[src/rtl/lcd_ctrl_pkg.sv]
// lcd_ctrl_pkg: shared definitions for the LCD bus controller.
// FSM state encoding, LCD word field positions, command constants and the
// power-on init command ROM used when LCD_CTRL_INIT_EN is defined.
package lcd_ctrl_pkg;

    typedef enum logic [2:0] {
        ST_IDLE  = 3'd0,
        ST_SETUP = 3'd1,
        ST_PULSE = 3'd2,
        ST_HOLD  = 3'd3,
        ST_WAIT  = 3'd4,
        ST_BOOT  = 3'd5
    } state_e;

    // Field positions inside the 32-bit LCD word
    localparam int BIT_ON   = 31;
    localparam int BIT_RS   = 9;
    localparam int BIT_RW   = 8;
    localparam int DATA_MSB = 7;
    localparam int DATA_LSB = 0;

    // Commands that need the long execution wait
    localparam logic [7:0] CMD_CLR      = 8'h01;
    localparam logic [7:0] CMD_HOME     = 8'h02;
    localparam logic [7:0] CMD_HOME_ALT = 8'h03;

    // Power-on init: ten long waits, then four commands
    localparam int INIT_BOOT_REPS = 10;
    localparam int INIT_LEN       = 4;

    function automatic logic [7:0] init_cmd(input logic [1:0] idx);
        case (idx)
            2'd0:    return 8'h38;   // 8-bit bus, 2 lines, 5x8 font
            2'd1:    return 8'h0C;   // display on, cursor off
            2'd2:    return CMD_CLR; // clear display
            default: return 8'h06;   // entry mode: increment, no shift
        endcase
    endfunction

    // Clear and home are the slow instructions; everything else is T_EXEC
    function automatic logic is_long_cmd(input logic rs, input logic [7:0] data);
        return !rs && ((data == CMD_CLR) || (data == CMD_HOME) || (data == CMD_HOME_ALT));
    endfunction

endpackage

[src/rtl/lcd_timer.sv]
// lcd_timer: loadable down-counter shared by every bus phase.
// Counts toward zero and parks there; a load overrides the count.
module lcd_timer #(
    parameter int CNT_W = 17
) (
    input  logic             clk_i,
    input  logic             rst_i,
    input  logic             load_i,
    input  logic [CNT_W-1:0] load_val_i,
    output logic             zero_o
);

    logic [CNT_W-1:0] cnt_q;
    logic [CNT_W-1:0] cnt_d;

    // Next count: load wins, otherwise decrement but never wrap past zero
    always_comb begin
        // NOTE: default assignment first so every path writes cnt_d and no latch is inferred.
        cnt_d = cnt_q;
        if (load_i) begin
            cnt_d = load_val_i;
        end else if (cnt_q != '0) begin
            cnt_d = cnt_q - 1'b1;
        end
    end

    // Count register with synchronous reset
    always_ff @(posedge clk_i) begin
        // NOTE: non-blocking updates so every flop samples pre-edge values.
        if (rst_i) begin
            cnt_q <= '0;
        end else begin
            cnt_q <= cnt_d;
        end
    end

    assign zero_o = (cnt_q == '0);

endmodule

[src/rtl/lcd_ctrl.sv]
// lcd_ctrl: turns each CPU write of the LCD word into a timed HD44780 bus
// transaction (setup, EN pulse, hold, execution wait) with a one-deep
// pending slot, a busy flag and a sticky overflow flag.
// Define LCD_CTRL_INIT_EN to run the power-on init sequence after reset.
module lcd_ctrl
    import lcd_ctrl_pkg::*;
#(
    parameter int T_SETUP = 2,
    parameter int T_PULSE = 12,
    parameter int T_HOLD  = 2,
    parameter int T_EXEC  = 2000,
    parameter int T_LONG  = 82000,
    parameter int CNT_W   = 17
) (
    input  logic        clk_i,
    input  logic        rst_i,
    input  logic        wr_i,
    input  logic [31:0] lcd_word_i,
    output logic        lcd_on_o,
    output logic        lcd_rs_o,
    output logic        lcd_rw_o,
    output logic        lcd_en_o,
    output logic [7:0]  lcd_data_o,
    output logic        busy_o,
    output logic        overflow_o
);

`ifdef LCD_CTRL_INIT_EN
    localparam state_e RESET_STATE = ST_BOOT;
`else
    localparam state_e RESET_STATE = ST_IDLE;
`endif

    state_e           state_q, state_d;
    logic             timer_load, timer_zero;
    logic [CNT_W-1:0] timer_val;
    logic             launch, launch_rs;
    logic [7:0]       launch_data;
    logic             start_cpu, take_pend, direct_wr, capture, drop;
    logic             pend_valid_q, pend_valid_d, pend_rs_q;
    logic [7:0]       pend_data_q;
    logic             rs_q, on_q, ovf_q, busy_q;
    logic [7:0]       data_q;
    logic             unused_word_bits;
`ifdef LCD_CTRL_INIT_EN
    logic [3:0]       boot_rep_q;
    logic [2:0]       init_idx_q;
    logic             init_left, launch_init, boot_step;

    assign init_left = (init_idx_q < 3'(INIT_LEN));
`endif

    // RW and the reserved bits never influence the bus
    assign unused_word_bits = ^{lcd_word_i[BIT_ON-1:BIT_RS+1], lcd_word_i[BIT_RW]};

    lcd_timer #(.CNT_W(CNT_W)) u_timer (
        .clk_i      (clk_i),
        .rst_i      (rst_i),
        .load_i     (timer_load),
        .load_val_i (timer_val),
        .zero_o     (timer_zero)
    );

    // Pending-slot bookkeeping: drain first, then capture, else drop
    always_comb begin
        start_cpu    = (state_q == ST_IDLE) && (pend_valid_q || wr_i);
        take_pend    = start_cpu && pend_valid_q;
        direct_wr    = start_cpu && !pend_valid_q;
        capture      = wr_i && !direct_wr && (!pend_valid_q || take_pend);
        drop         = wr_i && pend_valid_q && !take_pend;
        pend_valid_d = (pend_valid_q && !take_pend) || capture;
    end

    // State register
    always_ff @(posedge clk_i) begin
        if (rst_i) begin
            state_q <= RESET_STATE;
        end else begin
            state_q <= state_d;
        end
    end

    // Next-state logic: each timed phase ends when the timer reads zero
    always_comb begin
        state_d = state_q;
        case (state_q)
            ST_IDLE:  if (start_cpu)  state_d = ST_SETUP;
            ST_SETUP: if (timer_zero) state_d = ST_PULSE;
            ST_PULSE: if (timer_zero) state_d = ST_HOLD;
            ST_HOLD:  if (timer_zero) state_d = ST_WAIT;
`ifdef LCD_CTRL_INIT_EN
            ST_WAIT:  if (timer_zero) state_d = init_left ? ST_SETUP : ST_IDLE;
            ST_BOOT:  if (timer_zero && (boot_rep_q == 4'(INIT_BOOT_REPS))) state_d = ST_SETUP;
`else
            ST_WAIT:  if (timer_zero) state_d = ST_IDLE;
`endif
            default:  state_d = ST_IDLE;
        endcase
    end

    // Outputs: EN strobe, timer reloads and the command being launched
    always_comb begin
        lcd_en_o    = (state_q == ST_PULSE);
        timer_load  = 1'b0;
        timer_val   = '0;
        launch      = 1'b0;
        launch_rs   = 1'b0;
        launch_data = '0;
`ifdef LCD_CTRL_INIT_EN
        launch_init = 1'b0;
        boot_step   = 1'b0;
`endif
        case (state_q)
            ST_IDLE: begin
                if (start_cpu) begin
                    timer_load = 1'b1;
                    timer_val  = CNT_W'(T_SETUP - 1);
                    launch     = 1'b1;
                    if (pend_valid_q) begin
                        launch_rs   = pend_rs_q;
                        launch_data = pend_data_q;
                    end else begin
                        launch_rs   = lcd_word_i[BIT_RS];
                        launch_data = lcd_word_i[DATA_MSB:DATA_LSB];
                    end
                end
            end
            ST_SETUP: begin
                timer_load = timer_zero;
                timer_val  = CNT_W'(T_PULSE - 1);
            end
            ST_PULSE: begin
                timer_load = timer_zero;
                timer_val  = CNT_W'(T_HOLD - 1);
            end
            ST_HOLD: begin
                timer_load = timer_zero;
                timer_val  = is_long_cmd(rs_q, data_q) ? CNT_W'(T_LONG - 1) : CNT_W'(T_EXEC - 1);
            end
`ifdef LCD_CTRL_INIT_EN
            ST_WAIT: begin
                if (timer_zero && init_left) begin
                    launch_init = 1'b1;
                end
            end
            ST_BOOT: begin
                if (timer_zero) begin
                    if (boot_rep_q == 4'(INIT_BOOT_REPS)) begin
                        launch_init = 1'b1;
                    end else begin
                        // The post-reset cycle counts toward the first period
                        boot_step  = 1'b1;
                        timer_load = 1'b1;
                        timer_val  = (boot_rep_q == '0) ? CNT_W'(T_LONG - 2) : CNT_W'(T_LONG - 1);
                    end
                end
            end
`endif
            default: ;
        endcase
`ifdef LCD_CTRL_INIT_EN
        if (launch_init) begin
            timer_load  = 1'b1;
            timer_val   = CNT_W'(T_SETUP - 1);
            launch      = 1'b1;
            launch_rs   = 1'b0;
            launch_data = init_cmd(init_idx_q[1:0]);
        end
`endif
    end

    // Bus fields, power bit, slot valid, overflow and busy flags
    always_ff @(posedge clk_i) begin
        if (rst_i) begin
            rs_q         <= 1'b0;
            data_q       <= '0;
            on_q         <= 1'b0;
            ovf_q        <= 1'b0;
            busy_q       <= 1'b0;
            pend_valid_q <= 1'b0;
        end else begin
            if (launch) begin
                rs_q   <= launch_rs;
                data_q <= launch_data;
            end
            if (wr_i && !drop) begin
                on_q <= lcd_word_i[BIT_ON];
            end
            if (drop) begin
                ovf_q <= 1'b1;
            end
            pend_valid_q <= pend_valid_d;
            busy_q       <= (state_d != ST_IDLE) || pend_valid_d;
        end
    end

    // Pending payload, written whenever a word is parked in the slot
    always_ff @(posedge clk_i) begin
        // NOTE: payload flops carry no reset; pend_valid_q alone says whether they hold a word.
        if (capture) begin
            pend_rs_q   <= lcd_word_i[BIT_RS];
            pend_data_q <= lcd_word_i[DATA_MSB:DATA_LSB];
        end
    end

`ifdef LCD_CTRL_INIT_EN
    // Boot period counter and init ROM pointer
    always_ff @(posedge clk_i) begin
        if (rst_i) begin
            boot_rep_q <= '0;
            init_idx_q <= '0;
        end else begin
            if (boot_step) begin
                boot_rep_q <= boot_rep_q + 1'b1;
            end
            if (launch_init) begin
                init_idx_q <= init_idx_q + 1'b1;
            end
        end
    end
`endif

    assign lcd_on_o   = on_q;
    assign lcd_rs_o   = rs_q;
    assign lcd_rw_o   = 1'b0;
    assign lcd_data_o = data_q;
    assign busy_o     = busy_q;
    assign overflow_o = ovf_q;

endmodule

[config.mk]
export PLATFORM = sky130hd
export DESIGN_NAME = lcd_ctrl
export DESIGN_NICKNAME = d
export VERILOG_FILES = /design/src/rtl/lcd_ctrl_pkg.sv /design/src/rtl/lcd_timer.sv /design/src/rtl/lcd_ctrl.sv
export SDC_FILE = /design/constraint.sdc
export NUM_CORES = 1
export LEC_CHECK = 0
export CAP_MARGIN = 20
export CORE_MARGIN = 4
export CORE_UTILIZATION = 31
export DETAILED_ROUTE_END_ITERATION = 10
export HOLD_SLACK_MARGIN = 0.06
export MAX_ROUTING_LAYER = met4
export PLACE_DENSITY = 0.66
export SYNTH_ARGS = -nofsm -noshare
export SYNTH_HDL_FRONTEND = slang
export SYNTH_SLANG_ARGS = --single-unit
export TNS_END_PERCENT = 50
[constraint.sdc]
create_clock -name clk_i -period 2 [get_ports clk_i]
set_input_delay 0.4 -clock clk_i [delete_from_list [all_inputs] [get_ports clk_i]]
set_output_delay 0.4 -clock clk_i [all_outputs]
set_load 0.1 [all_outputs]
; ---- Word-level counts from Yosys, hierarchy flattened
; Cells that the tools add are included.
[totals]
output_inout_bits = 14
register_bits = 42
wordCells = 65
in_bits = 35
[op_classes]
eq_ne = 7
muxes = 20
reduce_logical = 27
n_addsub = 1
[op_table]
columns = operator, n
row1 = $pmux W17 S4, 1
row2 = $mux W17, 3
row3 = $mux W8, 3
row4 = $logic_not A17 Y1, 1
row5 = $reduce_bool A17 Y1, 1
row6 = $sub A17 B1 Y17 const B, 1
row7 = $eq A8 B2 Y1 const B, 2
row8 = $mux W3, 5
row9 = $pmux W3 S5, 1
row10 = $logic_and A1 B1 Y1, 10
row11 = $eq A8 B1 Y1 const B, 1
row12 = $eq A3 B2 Y1 const B, 2
row13 = $logic_or A1 B1 Y1, 6
row14 = $mux W1, 6
row15 = $logic_not A1 Y1, 5
row16 = $eq A3 B1 Y1 const B, 1
row17 = $eq A3 B3 Y1 const B, 1
row18 = $logic_not A3 Y1, 1
row19 = $reduce_bool A3 Y1, 1
row20 = $reduce_or A3 Y1, 1
row21 = $pmux W1 S2, 1
row22 = $reduce_bool A2 Y1, 1

; ---- Depth between registers and ports, before layout
; Gate-level depths: netlist (run 1).
[logic_depth]
word_depth = 8
ltp_mapped = 8
ltp_nobuf = 7

; ---- Hierarchy
; From an unflattened synthesis (run 1), not the netlist that was laid out.
[hier_totals]
cells_unflattened = 213
hier_area_um2 = 2124.5
[modules_own_cells]
columns = module, instances, cells_per_inst, seq_area_each_um2, area_each_um2
row1 = lcd_ctrl, 1, 101, 590.6, 1193.6
row2 = lcd_timer, 1, 112, 340.3, 930.9

; ---- Worst setup path before layout (run 1)
; OpenSTA, ideal clock, no wires.
[synth_path]
path_kind = register to output
startpoint = reg state_q[1]
endpoint = out lcd_en_o
path_buffers = 1
required_time_ns = 1.600
slack_ns = -1.151
stages_incl_launch_ff = 3
t_arrival_ns = 2.751
path_cell_list = dfxtp_1 > clkbuf_1 > nor3b_1
[synth_via]
elab_chain_len = 1
[synth_lines]
columns = item, line_no
row1 = "start, declared", lcd_ctrl.sv:34  ; state_e state_q, state_d;
row2 = "start signal, assigned", lcd_ctrl.sv:79  ; state_q <= state_d;
row3 = $eq A3 B2 Y1, lcd_ctrl.sv:103  ; lcd_en_o = (state_q == ST_PULSE);
row4 = "end, declared", lcd_ctrl.sv:22  ; output logic lcd_en_o,
; No other way between the ends.

; ---- Worst setup path after layout (run 1)
[layout_path]
startpoint = reg u_timer.cnt_q[3]
endpoint = reg u_timer.cnt_q[8]
[layout_via]
elab_chain_len = 3
word_cells_on_any_way = 7
cone_classes = add/sub: 1 / mux: 3 / reduce/logical: 3
[layout_lines]
columns = item, line_no
row1 = "start, declared", lcd_timer.sv:13  ; logic [CNT_W-1:0] cnt_q;
row2 = "start signal, assigned", lcd_timer.sv:33  ; cnt_q <= cnt_d;
row3 = $sub A17 B1 Y17 or $logic_not A17 Y1 (tied branches), "lcd_timer.sv:23, lcd_timer.sv:37"
row4 = $mux W17 or $pmux W1 S2 (tied branches), "lcd_timer.sv:22, lcd_ctrl.sv:113"
row5 = $mux W17 or $reduce_bool A2 Y1 (tied branches), --
; Parallel ways exist; a longest one is shown, timed or not. The select of a mux whose other input is x is not followed.
; A chain may end at the register's enable or synchronous reset.

==> results_dict.tcl, run 1 <==
set metrics [dict create \
    busiest_layer "met2" \
    drc_errors 0 \
    portBuffers 25 \
    rrSetupSlack_ps 50 \
    cp-start-kind "flip-flop" \
    timing.rr.end "u_timer.cnt_q[8]$_SDFFE_PP0P_" \
    num_rows 28 \
    design_area_sq_um 2730 \
    synth_top_family_by_area "simple AND/OR/NAND/NOR gates" \
    antenna_found_initial 0 \
    path_class "reg -> reg" \
    worstReg2RegStart "u_timer.cnt_q[3]$_SDFFE_PP0P_" \
    irDropWorstVdd_uv 947 \
    grt_use_met2_pct 20.8 \
    ant_nets 0 \
    wl_per_cell_um 12.5 \
    clockBufferDepth 2 \
    fill_cells 567 \
    cts.hold.buffers_added 0 \
    rsz0062_at_grt "true" \
    hold_violations 0 \
    maxCapViolCount 0 \
    cts-root-buf "clkbuf_8" \
    synth-main-ff-cell "dfxtp_1" \
    slowest_delay_ps 540 \
    die_y_um 87.2 \
    grt_pass1_vias 1689 \
    asyncSetResetFlopFracSynth_pct 0 \
    cts.sinks 42 \
    fin_nets 307 \
    grtUsageTotal_pct 12.4 \
    synthCells 210 \
    synth-seq-cells 42 \
    place_area_sq_um 2580 \
    pin_count 49 \
    area_growth_pct 40.5 \
    grt_use_met1_pct 15.1 \
    min_delay_worst_endpoint "lcd_on_o$_SDFFE_PP0P_" \
    mappedNetlistArea_sq_um 1940 \
    p_leak_uw 0.00108 \
    cts_tree "yes" \
    crit_fanout 7 \
    max_freq_mhz 513 \
    final-max-slew-violation-count 0 \
    worst_r2r_path_depth 6 \
    setup_tns_ps 0 \
    min_from "lcd_on_o$_SDFFE_PP0P_" \
    final_core_util_pct 45.6 \
    first_pass_iters 4 \
    stdcell_count 346 \
    synthSimpleGateAreaFrac_pct 25.0 \
    worst_path_max_delay_cell "or4_4" \
    synth_compound_area_share_pct 15.3 \
    synth_edf_count 9 \
    drt_iter0_drc 72 \
    drive_gt1_share_pct 32.8 \
    viasPerCell 4.92 \
    clk_latency_ps 290 \
    cp_data_arrival_time_ps 2170 \
    antenna_cells 0 \
    place_hpwl_mm 3.31 \
    yosysWarnings 0 \
    holdCritPathClass "reg -> reg" \
    grt-ovfl-total 0 \
    finalSetupViolations 0 \
    cts_buffers 5 \
    fin_crit_sh_pct 97.5 \
    cp.required_ps 2230 \
    yosysSeqAreaShare_pct 47.9 \
    crit_chain "or4_4, nor4_4, buf_6, and4b_2, o41ai_4, a21oi_1" \
    synth_cell_types 48 \
    gp_congestion 0.897 \
    synth.area.mux_share_pct 1.29 \
    p_per_area_nw_per_um2 1800 \
    p_total_uw 4910 \
    vias 1701 \
    syn_nets 247 \
    htreeDepth 2 \
    critPathCaptureType "flip-flop" \
    grt_first_pass_wirelength_mm 7.40 \
    synth.avg_cell_area_sq_um 9.26 \
    drt-total-wl_mm 4.34 \
    layout_min_cycle_time_ps 1950 \
    die_x_um 87.2 \
    coreArea_sq_um 5990 \
    status "complete, no violations" \
    hold_depth 2 \
    met3_usage_pct 3.12 \
    start_util_pct 32.5 \
    worst_clock_skew_ps 4.52 \
    synthXorXnorAreaFrac_pct 5.86 \
    synthAdderAreaFrac_pct 1.29 \
    fp.dieArea_sq_um 7600 \
    grt_max_degree 23 \
    path_clk_slew_ps 80 \
    place_inst 336 \
]
cell families after synthesis:
logic type,count (synthesis)
buf+inv,15
xor+xnor,13
other cells,1
mux,2
fa+ha+maj,2
simple gates,90
flops,42
compound gates,45
layout by cell type (no fill, tap or decap), drive strengths merged, types with 4 or more instances in the layout:
cell,netlist,final
a211oi,9,9
a21oi,16,16
buf,2,52
clkbuf,9,5
clkdlybuf4s50,0,12
dfxtp,33,33
edfxtp,9,9
inv,4,4
nand2,21,21
nand3,5,5
nor2,28,28
nor3,8,8
nor4,7,7
o22ai,9,9
xnor2,10,10
area by class of cell:
cell class | instances | area [sq um] | area share [%]
Clock inverter | 3 | 21.3 | 0.779
Multi-Input combinational cell | 153 | 1020 | 37.3
Timing Repair Buffer | 64 | 577 | 21.1
Clock buffer | 5 | 68.8 | 2.52
Inverter | 4 | 15.0 | 0.550
Tap cell | 75 | 93.8 | 3.44
Sequential cell | 42 | 936 | 34.3
flip-flops by register name, indices dropped and copies added, names as in the netlist:
register	cells
u_timer.cnt_q	17
lcd_on_o	1
state_q	3
pend_rs_q	1
lcd_data_o	8
pend_valid_q	1
overflow_o	1
busy_o	1
pend_data_q	8
lcd_rs_o	1
worst max path at each step:
| stage | startpoint | endpoint | slack (ps) | cells past startpoint |
|---|---|---|---|---|
| 6_report | u_timer.cnt_q[3]$_SDFFE_PP0P_ | u_timer.cnt_q[8]$_SDFFE_PP0P_ | 50 | 6 |
| 5_1_grt | u_timer.cnt_q[0]$_SDFFE_PP0P_ | u_timer.cnt_q[8]$_SDFFE_PP0P_ | -70 | 8 |
| 4_1_cts | u_timer.cnt_q[5]$_SDFFE_PP0P_ | u_timer.cnt_q[10]$_SDFFE_PP0P_ | 10 | 6 |
| 3_5_place_dp | wr_i | u_timer.cnt_q[13]$_SDFFE_PP0P_ | -220 | 7 |
| 3_3_place_gp | wr_i | u_timer.cnt_q[13]$_SDFFE_PP0P_ | -230 | 7 |
| 2_1_floorplan | u_timer.cnt_q[5]$_SDFFE_PP0P_ | u_timer.cnt_q[7]$_SDFFE_PP0P_ | -90 | 5 |
through the flow:
| step | setup slack [ps] | hold WS (ps) |
|---|---|---|
| after floorplan | -85.7 | 475 |
| after global placement | -230 | 455 |
| after CTS | 12.1 | 476 |
| final | 50.8 | 475 |
| after global routing | -74.2 | 503 |
| after detailed placement | -222 | 458 |
synth_stat cells, drive strengths merged (2+ instances only):
cell | number | area, sq um
dfxtp | 33 | 661
o21ai | 3 | 15.0
or3 | 2 | 12.5
nor4 | 7 | 58.8
nor2 | 28 | 108
a21oi | 16 | 83.8
or4b | 2 | 20.0
nand3 | 5 | 25.0
a211oi | 9 | 67.6
nor3 | 8 | 45.0
clkbuf | 9 | 33.8
nor3b | 3 | 22.5
nand2b | 2 | 12.5
edfxtp | 9 | 270
xor2 | 3 | 26.3
ha | 2 | 25.0
buf | 2 | 12.5
nand2 | 21 | 81.3
inv | 4 | 15.0
o22ai | 9 | 56.3
nand4 | 2 | 12.5
xnor2 | 10 | 87.6
or4 | 3 | 33.8
worst max-delay path: cells and delay by family, from the launching register on:
kind,cells,cell delay (ps)
AND/OR/NAND/NOR,3,1130
AO/OA/AOI/OAI,2,260
buffers and inverters,1,160
flip-flops,1,330
per-layer routing:
metal | share of wire [%] | wire (um)
met5 | 0 | 0
met4 | 0.28 | 12
met3 | 4.5 | 197
met2 | 48 | 2080
met1 | 47 | 2050
report_power, final:
group / internal (uW) / switching (uW)
clock: 245 / 293
combinational: 1320 / 1710
sequential: 1140 / 203
repair_timing:
action | CTS | global route
pin swaps | 4 | 2
endpoints found under the setup margin | 7 | 17
gates resized for setup | 5 | 8
endpoints found under the hold margin | 0 | 0
buffers inserted | 2 | 0
No activity file was read; power rests on OpenSTA's default activity.
==> inputs of run 2 (changes only) <==
Settings changed: ABC_AREA set to 1, PLACE_DENSITY 0.66 to 0.65, SLEW_MARGIN set to 20.
==> results_dict.tcl, run 2 <==
set metrics [dict create \
    status "complete, no violations" \
    grt_max_degree 18 \
    synth-seq-cells 42 \
    cp_data_arrival_time_ps 2020 \
    hold_violations 0 \
    cts-root-buf "clkbuf_8" \
    p_leak_uw 0.00108 \
    die_x_um 89.1 \
    path_clk_slew_ps 80 \
    worstReg2RegStart "u_timer.cnt_q[1]$_SDFFE_PP0P_" \
    yosysTopAreaCell "dfxtp_1" \
    seq_area_sq_um 931 \
    synth_top_area_share_pct 32.4 \
    pin_count 49 \
    layout_common_cells "nand2_1 (66), dfxtp_1 (33), nor2_1 (31)" \
    num_rows 29 \
    finalSetupViolations 0 \
    final-max-slew-violation-count 0 \
    fin_nets 331 \
    drt_iter0_drc 66 \
    clockBufferDepth 2 \
    synth_common_cells "nand2_1 (66), dfxtp_1 (33), nor2_1 (31), inv_1 (17)" \
    drt-total-wl_mm 4.42 \
    grt_pass1_vias 1754 \
    grt_use_met1_pct 15.1 \
    yosysSeqAreaShare_pct 45.6 \
    path_class "reg -> reg" \
    startpoint "u_timer.cnt_q[1]$_SDFFE_PP0P_" \
    first_pass_iters 4 \
    cts_tree "yes" \
    p_comb_share_pct 59.3 \
    synth_compound_area_share_pct 9.69 \
    synth.area.mux_share_pct 0 \
    regMostFlops "u_timer.cnt_q" \
    min_from "overflow_o$_SDFFE_PP0P_" \
    area_growth_pct 24.6 \
    die_y_um 89.1 \
    synthTopCellsByArea "dfxtp_1 (32%), edfxtp_1 (13%), nand2_1 (12%), nor2_1 (5.7%), a21oi_1 (3.7%)" \
    grtUsageTotal_pct 12.6 \
    drive_gt1_share_pct 20.3 \
    cts_setup_buffers 0 \
    cp-start-kind "flip-flop" \
    layout_commonest_cell "nand2_1" \
    place_hpwl_mm 3.30 \
    start_util_pct 32.0 \
    asyncSetResetFlopFracSynth_pct 0 \
    synth_cell_types 35 \
    cts.sinks 42 \
    drc_errors 0 \
    cts_buffers 5 \
    irDropWorstVdd_uv 793 \
    portBuffers 25 \
    syn_nets 294 \
    crit_fanout 6 \
    maxCapViolCount 0 \
    rrSetupSlack_ps 200 \
    gp_congestion 0.852 \
    synth.avg_cell_area_sq_um 7.94 \
    cts.hold.buffers_added 0 \
    cp.required_ps 2220 \
    coreArea_sq_um 6390 \
    fp.dieArea_sq_um 7950 \
    layout_min_cycle_time_ps 1800 \
    busiest_layer "met2" \
    rsz0062_at_grt "false" \
    p_int_uw 2450 \
    synth_edf_count 9 \
    synthXorXnorAreaFrac_pct 4.72 \
    ant_nets 0 \
    pwr-share-clk_pct 13.6 \
    viasPerCell 4.70 \
    clk_latency_ps 290 \
    worst_clock_skew_ps 10.4 \
    antenna_cells 0 \
    post_cts_resized 0 \
    power.switching_uw 2370 \
    grt_first_pass_wirelength_mm 7.62 \
    synthAdderAreaFrac_pct 1.23 \
    synth.most_common_cell "nand2_1" \
    yosysWarnings 0 \
    critPathCaptureType "flip-flop" \
    setup_tns_ps 0 \
    synthCells 257 \
    synth_top_family_by_area "simple AND/OR/NAND/NOR gates" \
    synthSimpleGateAreaFrac_pct 33.2 \
    fill_cells 659 \
    mappedNetlistArea_sq_um 2040 \
    htreeDepth 2 \
    wl_per_cell_um 11.9 \
    fin_crit_sh_pct 89.8 \
    grt-ovfl-total 0 \
    met3_usage_pct 2.67 \
    switching_share_pct 49.2 \
    max_freq_mhz 557 \
    holdCritPathClass "reg -> reg" \
    vias 1750 \
    multi_input_area_sq_um 1010 \
    synth-main-ff-cell "dfxtp_1" \
    seq_power_share_pct 27.1 \
    grt_use_met2_pct 20.2 \
    p_per_area_nw_per_um2 1900 \
    final_core_util_pct 39.8 \
    largest_reg_flops 17 \
    antenna_found_initial 0 \
]
==> run 2: cell count changes after synthesis, moves of 8 or more <==
cell      previous run  this run
inv_1                4        17
clkbuf_1             9         1
o22ai_1              9         0
nand2_1             20        66
a31oi_1              1        11
nand3_1              5        15
a211oi_1             9         0
==> run 2: logic make-up (layout without fill, tap and decap cells) <==
family / count (synthesis) / count (layout)
simple gates: 143 / 143
xor+xnor: 11 / 11
other cells: 1 / 1
fa+ha+maj: 2 / 2
flops: 42 / 42
buf+inv: 25 / 63
compound gates: 33 / 33
==> run 2: critical path: stages (launching register included) <==
cell	delay, ps
dfxtp_1	370
inv_1	90
ha_1	190
inv_1	60
nor2_1	50
nand2_1	100
nor2_4	60
nand2_4	110
inv_4	60
o21ai_4	270
nand2_1	210
nor3b_2	180
==> run 2: through the flow <==
| stage | area, sq um | hold WS, ps | setup WS [ps] | instances | power, uW |
|---|---|---|---|---|---|
| after floorplan | 2050 | 481 | 223 | 257 | 3530 |
| after global placement | 2410 | 443 | 63.9 | 362 | 4060 |
| after detailed placement | 2410 | 450 | 40.4 | 362 | 4090 |
| after CTS | 2520 | 463 | 78.4 | 370 | 4760 |
| after global routing | 2540 | 483 | 33.5 | 372 | 5240 |
| final | 2540 | 457 | 204 | 372 | 4820 |
==> run 2: final cells by class <==
type,count,area share (%)
Multi-Input combinational cell,190,39.8
Sequential cell,42,36.6
Timing Repair Buffer,35,12.5
Tap cell,77,3.79
Inverter,20,3.05
Clock buffer,5,2.71
Clock inverter,3,1.57
==> run 2: power by group through the flow <==
stage | Combinational, uW | Sequential (uW) | Clock (uW)
after floorplan | 1810 | 1720 | 0
after CTS | 2780 | 1310 | 676
final | 2860 | 1310 | 656
after global placement | 2740 | 1320 | 0
after global routing | 3190 | 1340 | 706
after detailed placement | 2760 | 1320 | 0
==> run 2: worst paths after layout <==
| check | end | cells past startpoint |
|---|---|---|
| worst max-delay path | u_timer.cnt_q[4]$_SDFFE_PP0P_ | 11 |
| worst min-delay path | overflow_o$_SDFFE_PP0P_ | 2 |
| worst max register to register | u_timer.cnt_q[4]$_SDFFE_PP0P_ | 11 |
| worst min register to register | overflow_o$_SDFFE_PP0P_ | 2 |
==> run 2: per-layer routing <==
metal | share of wire [%] | vias up
li1 | - | 911
met1 | 49 | 797
met2 | 46 | 37
met3 | 4.1 | 5
met4 | 1.1 | 0
met5 | 0 | -
==> inputs of run 3 (changes only) <==
Settings changed: CTS_CLUSTER_DIAMETER set to 50.
==> results of run 3 <==
Final layout, timing and power as in run 2 (identical DEF).
